--- src/rtl/adc_spi_pkg.sv ---
// Shared types and defaults for the ADC serial configuration writer.
// Also holds the word-packing helper used by the gain/offset control logic.
package adc_spi_pkg;

    typedef enum logic [1:0] {
        IDLE,
        SHIFT,
        GAP,
        FIN
    } state_t;

    localparam int ADC_WORD_BITS = 16;
    localparam int ADC_N_WORDS   = 3;

    localparam logic [3:0] ADC_ADDR_GAIN   = 4'h1;
    localparam logic [3:0] ADC_ADDR_OFFSET = 4'h2;
    localparam logic [3:0] ADC_ADDR_COMMIT = 4'h3;

    // Word 0 (gain) occupies the low bits so it is the first frame on the wire.
    function automatic logic [ADC_N_WORDS*ADC_WORD_BITS-1:0] pack_adc_words(
        input logic [11:0] gain,
        input logic [11:0] offset
    );
        return {{ADC_ADDR_COMMIT, 12'h000},
                {ADC_ADDR_OFFSET, offset},
                {ADC_ADDR_GAIN, gain}};
    endfunction

endpackage

--- src/rtl/adc_spi_phase.sv ---
// SCLK half-period divider: emits a one-cycle half_tick every CLK_DIV cycles
// while enabled, and restarts from zero whenever it is disabled.
module adc_spi_phase #(
    parameter int CLK_DIV = 1
) (
    input  logic CLK,
    input  logic RST_N,
    input  logic en,
    output logic half_tick
);

    localparam int             DW       = $clog2(CLK_DIV + 1);
    localparam logic [DW-1:0]  DIV_LAST = DW'(CLK_DIV - 1);

    logic [DW-1:0] div_cnt;

    assign half_tick = en && (div_cnt == DIV_LAST);

    // NOTE: sequential state uses non-blocking assignments so every flop samples pre-edge values.
    always_ff @(posedge CLK or negedge RST_N) begin
        if (!RST_N)
            div_cnt <= '0;
        else if (!en || half_tick)
            div_cnt <= '0;
        else
            div_cnt <= div_cnt + 1'b1;
    end

endmodule

--- src/rtl/adc_spi_writer.sv ---
// Serial writer for the ADC control port: shifts N_WORDS frames out on
// ADC_SDATA with one ADC_SLOAD low window per frame, START/BUSY/DONE handshake.
module adc_spi_writer
    import adc_spi_pkg::*;
#(
    parameter int WORD_BITS  = ADC_WORD_BITS,
    parameter int N_WORDS    = ADC_N_WORDS,
    parameter int CLK_DIV    = 1,
    parameter int LSB_FIRST  = 1,
    parameter int GAP_CYCLES = 1
) (
    input  logic                           CLK,
    input  logic                           RST_N,
    input  logic                           START,
    input  logic [N_WORDS*WORD_BITS-1:0]   WORDS,
    output logic                           BUSY,
    output logic                           DONE,
    output logic                           ADC_SLOAD,
    output logic                           ADC_SCLK,
    output logic                           ADC_SDATA
);

    localparam int TOTAL = N_WORDS * WORD_BITS;
    localparam int BW    = $clog2(WORD_BITS);
    localparam int WW    = $clog2(N_WORDS + 1);
    localparam int GW    = $clog2(GAP_CYCLES + 1);

    localparam logic [BW-1:0] BIT_LAST  = BW'(WORD_BITS - 1);
    localparam logic [WW-1:0] WORD_LAST = WW'(N_WORDS - 1);
    localparam logic [GW-1:0] GAP_LAST  = GW'(GAP_CYCLES - 1);

    state_t            state, state_nxt;
    logic [TOTAL-1:0]  shadow;
    logic [BW-1:0]     bit_cnt;
    logic [WW-1:0]     word_cnt;
    logic [GW-1:0]     gap_cnt;
    logic              half_tick;
    logic              sload_q, sclk_q, sdata_q, busy_q, done_q;
    logic              sload_d, sclk_d, sdata_d, busy_d, done_d;

    function automatic logic pick_bit(input logic [TOTAL-1:0] v, input int w, input int b);
        int idx;
        idx = (LSB_FIRST != 0) ? b : WORD_BITS - 1 - b;
        return v[w*WORD_BITS + idx];
    endfunction

    adc_spi_phase #(.CLK_DIV(CLK_DIV)) u_phase (
        .CLK       (CLK),
        .RST_N     (RST_N),
        .en        (state == SHIFT),
        .half_tick (half_tick)
    );

    wire accept  = START && (state == IDLE || state == FIN);
    wire bit_end = (state == SHIFT) && half_tick && sclk_q;

    always_ff @(posedge CLK or negedge RST_N) begin
        if (!RST_N)
            state <= IDLE;
        else
            state <= state_nxt;
    end

    always_comb begin
        state_nxt = state;
        case (state)
            IDLE:  if (START) state_nxt = SHIFT;
            SHIFT: if (bit_end && bit_cnt == BIT_LAST)
                       state_nxt = (word_cnt == WORD_LAST) ? FIN : GAP;
            GAP:   if (gap_cnt == GAP_LAST) state_nxt = SHIFT;
            FIN:   state_nxt = START ? SHIFT : IDLE;
            default: state_nxt = IDLE;
        endcase
    end

    // NOTE: this block computes next-cycle pin values; the flops below make every output registered.
    always_comb begin
        sload_d = 1'b1;
        sclk_d  = 1'b0;
        sdata_d = 1'b0;
        busy_d  = 1'b0;
        done_d  = 1'b0;
        case (state)
            IDLE, FIN: begin
                if (START) begin
                    sload_d = 1'b0;
                    busy_d  = 1'b1;
                    sdata_d = pick_bit(WORDS, 0, 0);
                end
            end
            SHIFT: begin
                sload_d = 1'b0;
                busy_d  = 1'b1;
                sclk_d  = sclk_q;
                sdata_d = sdata_q;
                if (half_tick) begin
                    if (!sclk_q) begin
                        sclk_d = 1'b1;
                    end else if (bit_cnt != BIT_LAST) begin
                        sclk_d  = 1'b0;
                        sdata_d = pick_bit(shadow, int'(word_cnt), int'(bit_cnt) + 1);
                    end else begin
                        sload_d = 1'b1;
                        sclk_d  = 1'b0;
                        sdata_d = 1'b0;
                        if (word_cnt == WORD_LAST) begin
                            busy_d = 1'b0;
                            done_d = 1'b1;
                        end
                    end
                end
            end
            GAP: begin
                busy_d = 1'b1;
                if (gap_cnt == GAP_LAST) begin
                    sload_d = 1'b0;
                    sdata_d = pick_bit(shadow, int'(word_cnt), 0);
                end
            end
            default: ;
        endcase
    end

    always_ff @(posedge CLK or negedge RST_N) begin
        if (!RST_N) begin
            sload_q <= 1'b1;
            sclk_q  <= 1'b0;
            sdata_q <= 1'b0;
            busy_q  <= 1'b0;
            done_q  <= 1'b0;
        end else begin
            sload_q <= sload_d;
            sclk_q  <= sclk_d;
            sdata_q <= sdata_d;
            busy_q  <= busy_d;
            done_q  <= done_d;
        end
    end

    // Payload is frozen at acceptance; counters reload to zero at their terminal values.
    always_ff @(posedge CLK or negedge RST_N) begin
        if (!RST_N) begin
            shadow   <= '0;
            bit_cnt  <= '0;
            word_cnt <= '0;
            gap_cnt  <= '0;
        end else if (accept) begin
            shadow   <= WORDS;
            bit_cnt  <= '0;
            word_cnt <= '0;
            gap_cnt  <= '0;
        end else if (bit_end) begin
            if (bit_cnt == BIT_LAST) begin
                bit_cnt  <= '0;
                word_cnt <= (word_cnt == WORD_LAST) ? '0 : word_cnt + 1'b1;
            end else begin
                bit_cnt <= bit_cnt + 1'b1;
            end
        end else if (state == GAP) begin
            gap_cnt <= (gap_cnt == GAP_LAST) ? '0 : gap_cnt + 1'b1;
        end
    end

    assign BUSY      = busy_q;
    assign DONE      = done_q;
    assign ADC_SLOAD = sload_q;
    assign ADC_SCLK  = sclk_q;
    assign ADC_SDATA = sdata_q;

endmodule

--- config.mk ---
export PLATFORM = sky130hd
export DESIGN_NAME = adc_spi_writer
export DESIGN_NICKNAME = d
export VERILOG_FILES = /design/src/rtl/adc_spi_pkg.sv /design/src/rtl/adc_spi_phase.sv /design/src/rtl/adc_spi_writer.sv
export SDC_FILE = /design/constraint.sdc
export NUM_CORES = 1
export LEC_CHECK = 0
export BUFFER_PORTS_ARGS = -buffer_cell sky130_fd_sc_hd__buf_2
export CAP_MARGIN = 20
export CORE_MARGIN = 2
export CORE_UTILIZATION = 59
export DETAILED_ROUTE_END_ITERATION = 10
export HOLD_SLACK_MARGIN = 0.12
export PLACE_DENSITY = 0.84
export REMOVE_ABC_BUFFERS = 1
export SKIP_LAST_GASP = 1
export SYNTH_ARGS = -nofsm -noshare
export SYNTH_HDL_FRONTEND = slang
export SYNTH_SLANG_ARGS = --single-unit
--- constraint.sdc ---
create_clock -name CLK -period 4.3 [get_ports CLK]
set_input_delay 0.645 -clock CLK [delete_from_list [all_inputs] [get_ports CLK]]
set_output_delay 0.645 -clock CLK [all_outputs]
set_load 0.01 [all_outputs]
## Yosys cells after proc, flatten, opt, wreduce, memory -nomap -nowiden

Cells that the tools add are included.

- Register bits after elaboration: 63
- Logic and storage cells: 98

- Reductions and logical operators: 17
- $lt $le $gt $ge: 2
- $add $sub $neg: 6
- Equality and inequality tests: 12
- Bitwise logic cells: 1
- Muxes and demuxes: 49

Operator list:

| operator | number |
|---|---|
| two-way mux 1 bit | 33 |
| two-way mux 2 bit | 7 |
| two-way mux 4 bit | 3 |
| inequality test 2 bit (second input constant) | 6 |
| case mux 1 bit (3 select lines) | 3 |
| case mux 2 bit (4 select lines) | 1 |
| adder 6 x 5 -> 7 bit | 1 |
| < comparator 6 x 7 -> 1 bit (second input constant) | 1 |
| < comparator 7 bit (second input constant) | 1 |
| binary-select mux 1 bit (select 6 bit) | 1 |
| == test 2 bit (second input constant) | 3 |
| AND reduction 2 bit | 3 |
| nonzero test 2 bit | 3 |
| adder 4 x 1 -> 5 bit (second input constant) | 1 |
| logical AND 1 bit | 5 |
| adder 4 x 1 -> 4 bit (second input constant) | 1 |
| == test 4 bit (second input constant) | 1 |
| inequality test 4 bit (second input constant) | 1 |
| AND reduction 3 bit | 1 |
| adder 1 bit (second input constant) | 2 |
| adder 2 x 1 -> 2 bit (second input constant) | 1 |
| binary-select mux 1 bit (select 2 bit) | 1 |
| == test 2 x 1 -> 1 bit (second input constant) | 1 |
| zero test 2 bit | 1 |
| 4 further kinds | 5 |

## Longest topological paths before layout

Gate-level depths: netlist (run 1).

- Word-level depth: 9
- Mapped depth: 8
- Gate-level depth less buffers: 7

## Modules after synthesis

Synthesis (run 1) repeated with hierarchy kept, for this count alone.

- Cells, all modules: 232
- Area total of the unflattened synthesis: 3,076.7 µm²

Modules (own cells, without submodules):

| module | cells an instance | instances | area each (µm²) |
|---|---|---|---|
| adc_spi_writer | 229 | 1 | 3,034.2 |
| adc_spi_phase | 3 | 1 | 42.5 |

## Worst setup path after synthesis (run 1)

OpenSTA, ideal clock, no wires.

- Path type: flip-flop to flip-flop
- Start: reg bit_cnt[1]
- End: reg sdata_q, in the netlist ADC_SDATA
- Data required time: 4,171 ps
- Stages on the path, launching flop included: 7
- Path slack: 2,191 ps
- Arrival time: 1,980 ps
- Clock period less this slack: 2,109 ps
- Cells stage by stage: dfrtp_1 > ha_1 > buf_2 > mux4_2 > mux4_2 > a21boi_1 > o22ai_1

- Cells in the longest elaborated chain, start to end: 9
- Elaborated cells between the ends (all ways): 10
- Classes of those cells: 2 x add/sub; 1 x eq/ne; 7 x mux

RTL lines:

| what | line | text |
|---|---|---|
| start, declared | adc_spi_writer.sv:34 | `logic [BW-1:0] bit_cnt;` |
| start signal, assigned | adc_spi_writer.sv:157 | `bit_cnt <= bit_cnt + 1'b1;` |
| adder 4 x 1 -> 5 bit | adc_spi_writer.sv:101 | `sdata_d = pick_bit(shadow, int'(word_cnt), int'(bit_cnt) + 1);` |
| adder 6 x 5 -> 7 bit | adc_spi_writer.sv:44 | `return v[w*WORD_BITS + idx];` |
| binary-select mux 1 bit (select 6 bit) | adc_spi_writer.sv:44 |  |
| two-way mux 1 bit (implied by the code) (2 in series) | adc_spi_writer.sv:44 |  |
| two-way mux 1 bit * | adc_spi_writer.sv:99 | `end else if (bit_cnt != BIT_LAST) begin` |
| two-way mux 1 bit * | adc_spi_writer.sv:97 | `if (!sclk_q) begin` |
| two-way mux 1 bit * | adc_spi_writer.sv:96 | `if (half_tick) begin` |
| case mux 1 bit (3 select lines) * | adc_spi_writer.sv:83 | `case (state)` |
| end signal, assigned | adc_spi_writer.sv:134 | `sdata_q <= sdata_d;` |
| end, declared | adc_spi_writer.sv:38 | `logic sload_q, sclk_q, sdata_q, busy_q, done_q;` |

Every way passes the cells marked *; elsewhere a longest branch is shown, timed or not. The select of a mux whose other input is x is not followed.
A chain may end at the register's enable or synchronous reset.

## Worst setup path in the final report (run 1)

- Start: reg bit_cnt[0]
- End: reg sdata_q, in the netlist ADC_SDATA

Same word-level chain as after synthesis.

==> results of run 1 <==
==> cell families after synthesis <==
logic type	count (synthesis)	synth area share
buffers and inverters	19	0.0322
other	1	0.00122
adders and majority gates	6	0.0244
and+or+nand+nor	34	0.0619
muxes	68	0.297
xor gates and xnor gates	4	0.0139
DFF	62	0.505
AOI/OAI and AO/OA	29	0.0635
==> stage by stage <==
stage / instances / utilization / area [um2] / total power [mW] / setup WS [ps]
after floorplan: 209 / - / 2990 / 1.72 / 228
after global placement: 336 / 0.665 / 3380 / 1.91 / 1440
after detailed placement: 336 / 0.665 / 3380 / 1.96 / 1350
after CTS: 352 / 0.714 / 3620 / 2.59 / 1340
after global routing: 352 / 0.714 / 3620 / 2.74 / 1140
final: 352 / 0.714 / 3620 / 2.58 / 1350
==> final timing paths <==
kind / startpoint / cells after the start / to
setup / recovery: bit_cnt[0] / 6 / ADC_SDATA
hold / removal: RST_N / 1 / state[1]
setup reg to reg: bit_cnt[0] / 6 / ADC_SDATA
hold reg to reg: shadow[21] / 1 / shadow[21]
max in group asynchronous: RST_N / 2 / shadow[26]
min in group CLK: shadow[21] / 1 / shadow[21]
==> power breakdown <==
part	internal [mW]	switching (mW)
Clock	0.388	0.241
Combinational	0.551	0.367
Sequential	0.857	0.173
==> metal layers <==
layer / GRT usage / up-vias / routed length, um
li1: - / 936 / -
met1: 0.302 / 1004 / 2490
met2: 0.348 / 60 / 2840
met3: 0.0664 / 14 / 326
met4: 0.0855 / 0 / 82
met5: 0 / - / 0
==> sequential cells by signal, summed over array words and instances, names as in the netlist <==
signal,flops
bit_cnt,4
BUSY,1
ADC_SCLK,1
ADC_SLOAD,1
shadow,48
u_phase.div_cnt,1
state,2
ADC_SDATA,1
word_cnt,2
DONE,1
==> cell usage in the layout, fill, tap and decap left out, types with 3 or more instances in the layout <==
cell type,count
xnor2_1,3
nand2b_1,3
clkbuf_8,9
nor2b_1,3
or3_1,3
dfrtp_1,61
inv_1,5
nor2_1,8
ha_1,6
mux4_2,11
o21ai_0,6
nand2_1,5
bufinv_16,3
mux2i_1,5
a21oi_1,7
buf_2,55
mux2_2,50
==> final cells by class <==
cell class | instances | area (um2)
Multi-Input combinational cell | 142 | 1430
Tap cell | 70 | 87.6
Clock buffer | 9 | 124
Fill cell | 358 | 1450
Sequential cell | 62 | 1550
Inverter | 5 | 18.8
Timing Repair Buffer | 57 | 290
Clock inverter | 7 | 121
==> run summary, run 1 <==
Status: finished clean
Post-synth cell types: 45
Worst path slowest cell: dfrtp_1
TritonCTS Sinks: 62
Cell Pwr Density: 712 nW/um2
Vias per cell: 5.72
Vias in the first global route: 2,082
Initial Utilization: 0.605
Root Driver: clkbuf_8
Num CTS Buffers: 9
Avg Cell Area, Syn: 13.8 um2
Top-count cell post-synth: dfrtp_1
Port Buffers: 55
FF-to-FF setup slack: 1350 ps
Initial antenna violation count: 0
F_max: 338 MHz
Routed WL: 5740 um
FP Rows: 26
Final ANT Viol Nets: 0
IR drop worst, VDD: 493 uV
DR vias: 2,014
Largest net degree at the start of global routing: 37
Final setup vio count: 0
Worst setup SP type: flip-flop
Wirelength per Cell: 16.3 um
Slew Limit Fails: 0
Hold-fix buffers, CTS: 0
# DRC: 0
Hold Crit Class: in2async
First-pass GRT wire length: 10,200 um
Flops & latches, synth: 62
Top post-synthesis cells by area: dfrtp_1 (50%), mux2_2 (18%), mux4_2 (8.1%)
Area leader, netlist: dfrtp_1
Cells after synthesis: 223
Max incr delay on CP: 860 ps
Die width: 76.2 um
CP Class: reg2reg
Layout cells sized above 1: 0.493
# IOs: 56
Worst-Margin Slew: 947 ps
GP Congestion: 0.883
Post-synth ARST share: 1.00
DRT iter0 DRCs: 131
Nets: 334
Final Hold Viols: 0
Max Clock Skew: 5.46 ps
Worst setup EP type: flip-flop
Top cells by count, synth: dfrtp_1 (61), mux2_2 (50), mux4_2 (11), buf_2 (8), nor2_1 (8)
Reg clk slew, reported paths: 70 ps
EDFF count, synth: 0
Max-cap violations: 0
Sequential fraction of the synthesis area: 0.505
Die area: 5800 um2
Unrepaired setup endpoints after global routing: no
Ant. Diodes: 0
Synth top area share: 0.497
GR Overflow Total: 0
Drt pass-1 iters: 4
Core area: 5070 um2
Setup TNS after final layout: 0 ps
Critical Path RT: 4530 ps
CP Cell Sequence: ha_1 > mux4_2 > nor2b_1 > a2111oi_0 > a221o_1 > o22ai_1
Setup Buffers After CTS: 0
Buf/Inv on CP: 0
Worst EP arrival: 3180 ps
WHS: 315 ps
Top_reg_cell synth: dfrtp_1
DPL Wire Length: 4000 um
Synth-to-layout area growth: 17.9%
CTS tree: yes
Die height: 76.2 um
Crit path max fanout: 18
Post-Syn Area: 3070 um2
Crit path time final: 2950 ps
Clk Latency, worst-skew pair: 350 ps
Yosys warnings: 0
Relative slew margins: 0.367
Final worst-path cycle share: 0.687
Post-CTS sizing: 0
# H-tree levels: 3
Clock Path Buffers: 2
Overall Global Routing Usage: 0.224
CP top delay family: flip-flops
LEAKAGE: 1.57 nW
No activity file was read; power rests on OpenSTA's default activity.
==> inputs of run 2 (changes only) <==
CORE_UTILIZATION = 55   (was 59)
PLACE_DENSITY = 0.79   (was 0.84)
clock period = 2.77 ns   (was 4.3 ns; I/O delays follow)
==> run 2 against run 1 <==
Against the previous run: via count grew 0.60%; sequential power grew 52%; total power grew 52%; sequential cell count is the same; design area grew 0.41%; cell count grew 1.7%; utilization shrank 4.5 points; global-route usage shrank 0.55 points.
==> run summary, run 2 (synthesis results as in run 1) <==
Core area: 5440 um2 (+7.2%)
GP Congestion: 0.869 (-1.5%)
Wirelength per Cell: 16.9 um (+3.4%)
Final worst-path cycle share: 0.839 (+0.152)
Clk Latency, worst-skew pair: 340 ps (about the same)
Reg clk slew, reported paths: 70 ps (about the same)
Critical Path RT: 3000 ps (-1530 ps)
LEAKAGE: 1.58 nW (+0.68%)
Vias per cell: 5.66 (-1.1%)
Synth-to-layout area growth: 18.4%
DR vias: 2,026 (+0.60%)
Max-cap violations: 0 (unchanged)
Top flop regs: shadow: 48 flops, bit_cnt: 4 flops
Root Driver: clkbuf_8
# DRC: 0 (unchanged)
Setup Buffers After CTS: 0 (unchanged)
Most frequent cells in the layout: dfrtp_1 (61), buf_2 (55), mux2_2 (50)
FF-to-FF Start: bit_cnt[1]
Nets: 338 (+1.2%)
Die height: 78.7 um (+3.4%)
Final setup vio count: 0 (unchanged)
Cell Pwr Density: 1080 nW/um2 (+52%)
FP Rows: 27 (+3.8%)
Final ANT Viol Nets: 0 (unchanged)
Largest net degree at the start of global routing: 41 (+11%)
CTS tree: yes
First-pass GRT wire length: 10,100 um (-0.81%)
TritonCTS Sinks: 62 (unchanged)
GR Overflow Total: 0 (unchanged)
Drt pass-1 iters: 4 (unchanged)
Most common cell after layout, fill and taps aside: dfrtp_1
Relative slew margins: 0.398 (+0.0305)
Port Buffers: 55 (unchanged)
Final Hold Viols: 0 (unchanged)
Initial Utilization: 0.565 (-0.0405)
Clock Path Buffers: 2 (unchanged)
IR drop worst, VDD: 731 uV (+48%)
Vias in the first global route: 2,065 (-0.82%)
DRT iter0 DRCs: 155 (+18%)
Crit path max fanout: 6 (-12)
Slew Limit Fails: 0 (unchanged)
Num CTS Buffers: 9 (unchanged)
Worst setup SP type: flip-flop
Max Clock Skew: 7.79 ps (+2.33 ps)
Reg2Reg Capture Point: ADC_SDATA
CP Class: reg2reg
# IOs: 56 (unchanged)
Die width: 78.7 um (+3.4%)
Total power: 3.93 mW (+52%)
Initial antenna violation count: 0 (unchanged)
Dpl cell area: 3420 um2 (+1.3%)
Crit path time final: 2320 ps (-631 ps)
Layout cells sized above 1: 0.493 (about the same)
Max reg flops: 48 (unchanged)
Post-route cell area: 3640 um2 (+0.41%)
Overall Global Routing Usage: 0.219 (-0.00549)
Hold-fix buffers, CTS: 0 (unchanged)
Post-CTS sizing: 0 (unchanged)
Worst setup EP type: flip-flop
Unrepaired setup endpoints after global routing: no
Hold Crit Class: in2async
WHS: 195 ps (-120 ps)
Worst EP arrival: 2550 ps (-630 ps)
Die area: 6200 um2 (+6.9%)
Crit path from: bit_cnt[1]
# H-tree levels: 3 (unchanged)
Worst-Margin Slew: 903 ps (-43.7 ps)
FF-to-FF setup slack: 450 ps (-900 ps)
Status: finished clean
Reg with most FFs: shadow
F_max: 430 MHz (+27%)
DPL Wire Length: 4300 um (+7.5%)
Routed WL: 6040 um (+5.1%)
Ant. Diodes: 0 (unchanged)
Crit path to: ADC_SDATA
Register-to-Register Path Depth: 6 (unchanged)
-- run 2: changes by cell type in the layout (fill, tap and decap cells not counted), sizes merged --
cell	change
inv	-1
clkinv	-1
bufinv	-1
clkbuf	+3
buf	+4
-- run 2: power by group --
part	internal, mW	switching [mW]	leakage [nW]
Clock	0.529	0.334	0.110
Combinational	0.891	0.608	0.723
Sequential	1.33	0.234	0.744
Total	2.75	1.18	1.58
-- run 2: worst max-delay path, cell delays in order, from the launching register on --
cell and delay, ps:
dfrtp_1 420, ha_1 480, mux4_2 530, nor2b_1 140, a2111oi_0 390, a221o_1 180, o22ai_1 70
-- run 2: stage by stage --
step	utilization	std cells	TNS [ps]	setup WS, ps
finish	0.669	358	0	446
global route	0.669	358	0	329
CTS	0.669	358	0	471
detailed placement	0.629	342	0	470
global placement	0.629	342	0	522
floorplan	-	209	-54720	-1300
-- run 2: per-layer routing --
metal	global-route usage	vias up	part of all wire
met2	0.355	59	0.50
li1	-	937	-
met4	0.0877	0	0.013
met1	0.284	1020	0.44
met3	0.0557	10	0.048
met5	0	-	0
-- run 2: layout make-up --
cell class	count	area, um2
inverter	5	18.8
timing repair buffer	61	333
multi-input combinational	142	1430
tap	72	90.1
clock inverter	4	70.1
clock buffer	12	145
fill	422	1800
sequential	62	1550
-- run 2: worst min-delay path by stage --
| stage | startpoint | endpoint | depth (start not counted) |
|---|---|---|---|
| 3_3_place_gp | shadow[22] | shadow[22] | 1 |
| 3_5_place_dp | shadow[30] | shadow[30] | 1 |
| 6_report | RST_N | state[0] | 1 |
| 5_1_grt | RST_N | state[0] | 1 |
| 4_1_cts | RST_N | state[0] | 1 |
| 2_1_floorplan | RST_N | ADC_SCLK | 0 |
==> inputs of run 3 (changes only) <==
clock period = 2.25 ns   (was 2.77 ns; I/O delays follow)
==> run 3 against run 2 <==
Against the previous run: global-route usage decreased by 0.31 points; critical path type unchanged; highest routed layer unchanged; critical path depth decreased by 1; clock-buffer cell count increased by 1; first-iteration DRC count decreased by 5.2%; non-clock buffer count increased by 4; critical endpoint unchanged; sequential share of layout area decreased by 0.98 points.
==> run summary, run 3 (synthesis results as in run 1) <==
Largest net degree at the start of global routing: 63 (+54%)
Area occupied by multi-input gates: 1450 um2 (+1.5%)
Synth-to-layout area growth: 21.2%
# IOs: 56 (unchanged)
Clk Latency, worst-skew pair: 330 ps (about the same)
Most frequent cells in the layout: dfrtp_1 (61), buf_2 (55), mux2_2 (50)
Ant. Diodes: 0 (unchanged)
Slew Limit Fails: 0 (unchanged)
Cell Pwr Density: 1340 nW/um2 (+25%)
LEAKAGE: 1.62 nW (+2.5%)
CP Class: reg2reg
Crit path from: bit_cnt[1]
Hold Crit Class: in2async
Dpl cell area: 3450 um2 (+0.88%)
Switching pwr: 1.44 mW (+23%)
Clock network fraction of design power: 0.241 (+0.022)
F_max: 476 MHz (+11%)
Wirelength per Cell: 16.1 um (-4.6%)
Max-cap violations: 0 (unchanged)
Vias in the first global route: 2,151 (+4.2%)
Worst EP arrival: 2310 ps (-240 ps)
FP Rows: 27 (unchanged)
Overall Global Routing Usage: 0.216 (-0.00312)
DR vias: 2,041 (+0.74%)
Unrepaired setup endpoints after global routing: no
Sw frac: 0.288 (-0.0110)
Drt pass-1 iters: 4 (unchanged)
Top flop regs: shadow: 48 flops, bit_cnt: 4 flops
Max Clock Skew: 6.91 ps (-0.877 ps)
Nets: 342 (+1.2%)
WHS: 152 ps (-42.8 ps)
IR drop worst, VDD: 965 uV (+32%)
Status: finished clean
Crit path max fanout: 6 (unchanged)
Final ANT Viol Nets: 0 (unchanged)
FF-to-FF Start: bit_cnt[1]
Max reg flops: 48 (unchanged)
Worst setup EP type: flip-flop
Initial antenna violation count: 0 (unchanged)
Sequential Power Share: 0.387 (-0.012)
Relative slew margins: 0.479 (+0.0812)
Post-route cell area: 3720 um2 (+2.3%)
Die height: 78.7 um (unchanged)
Die area: 6200 um2 (unchanged)
Most common cell after layout, fill and taps aside: dfrtp_1
Clock Path Buffers: 2 (unchanged)
Vias per cell: 5.64 (-0.37%)
Comb power frac: 0.372 (-0.010)
Final Hold Viols: 0 (unchanged)
Die width: 78.7 um (unchanged)
# H-tree levels: 3 (unchanged)
Root Driver: clkbuf_8
Crit path time final: 2100 ps (-223 ps)
Reg clk slew, reported paths: 70 ps (about the same)
Setup Buffers After CTS: 0 (unchanged)
Worst-Margin Slew: 782 ps (-122 ps)
Core area: 5440 um2 (unchanged)
Routed WL: 5820 um (-3.6%)
GP Congestion: 0.876 (+0.81%)
TritonCTS Sinks: 62 (unchanged)
Filler cells: 372 (-12%)
Layout cells sized above 1: 0.507 (+0.0139)
Final setup vio count: 0 (unchanged)
First-pass GRT wire length: 10,100 um (+0.28%)
Reg area: 1550 um2 (unchanged)
Hold-fix buffers, CTS: 0 (unchanged)
Reg with most FFs: shadow
Post-CTS sizing: 1 (+1)
Initial Utilization: 0.565 (unchanged)
Dpl cells: 346 (+1.2%)
Setup TNS after final layout: 0 ps (unchanged)
Final worst-path cycle share: 0.934 (+0.0947)
Int Pwr: 3.56 mW (+29%)
DRT iter0 DRCs: 147 (-5.2%)
Num CTS Buffers: 9 (unchanged)
CTS tree: yes
Worst setup SP type: flip-flop
Post-route insts no fill: 362 (+1.1%)
# DRC: 0 (unchanged)
Port Buffers: 55 (unchanged)
DPL Wire Length: 4100 um (-4.6%)
GR Overflow Total: 0 (unchanged)
Critical Path RT: 2460 ps (-540 ps)
==> run 3: layout make-up <==
class,count,area share
well taps,72,0.0242
multi-input cells,142,0.389
clock buffers,13,0.0427
clock inverters,3,0.0242
inverters,5,0.00504
flip-flops and latches,62,0.417
repair buffers,65,0.0975
==> run 3: final timing paths <==
| check | endpoint | slack (ps) | cells past startpoint |
|---|---|---|---|
| worst min register to register | shadow[21] | 500 | 1 |
| max in group asynchronous | shadow[37] | 1560 | 2 |
| worst max-delay path | ADC_SDATA | 150 | 5 |
| worst max register to register | ADC_SDATA | 150 | 5 |
| worst min-delay path | ADC_SCLK | 150 | 2 |
| min in group CLK | shadow[32] | 230 | 2 |
==> run 3: worst max-delay path, cell delays in order (launching register included) <==
cell      delay [ps]
dfrtp_1          410
ha_4             330
mux4_2           510
mux4_2           470
a21boi_1         170
o22ai_1           90
==> run 3: power groups by stage <==
stage / logic (mW) / clock network, mW / registers, mW
global placement: 1.78 / 0 / 1.95
global route: 2.04 / 1.30 / 2.00
CTS: 1.87 / 1.23 / 1.94
finish: 1.86 / 1.21 / 1.94
detailed placement: 1.86 / 0 / 1.96
floorplan: 1.43 / 0 / 1.86
==> run 3: metrics by stage <==
stage               setup slack [ps]   util  power [mW]
finish                           149  0.684        5.01
global route                    30.5  0.684        5.34
CTS                             10.8  0.681        5.04
detailed placement             -24.1  0.635        3.82
global placement                94.9  0.635        3.73
floorplan                      -1820      -        3.29
==> run 3: layer usage <==
layer,wire length (um),vias to the layer above,global-route usage,share of wire
met2,2850,56,0.321,0.49
met3,279,14,0.0716,0.048
met5,0,-,0,0
met1,2570,1019,0.296,0.44
met4,119,0,0.0825,0.020
li1,-,952,-,-
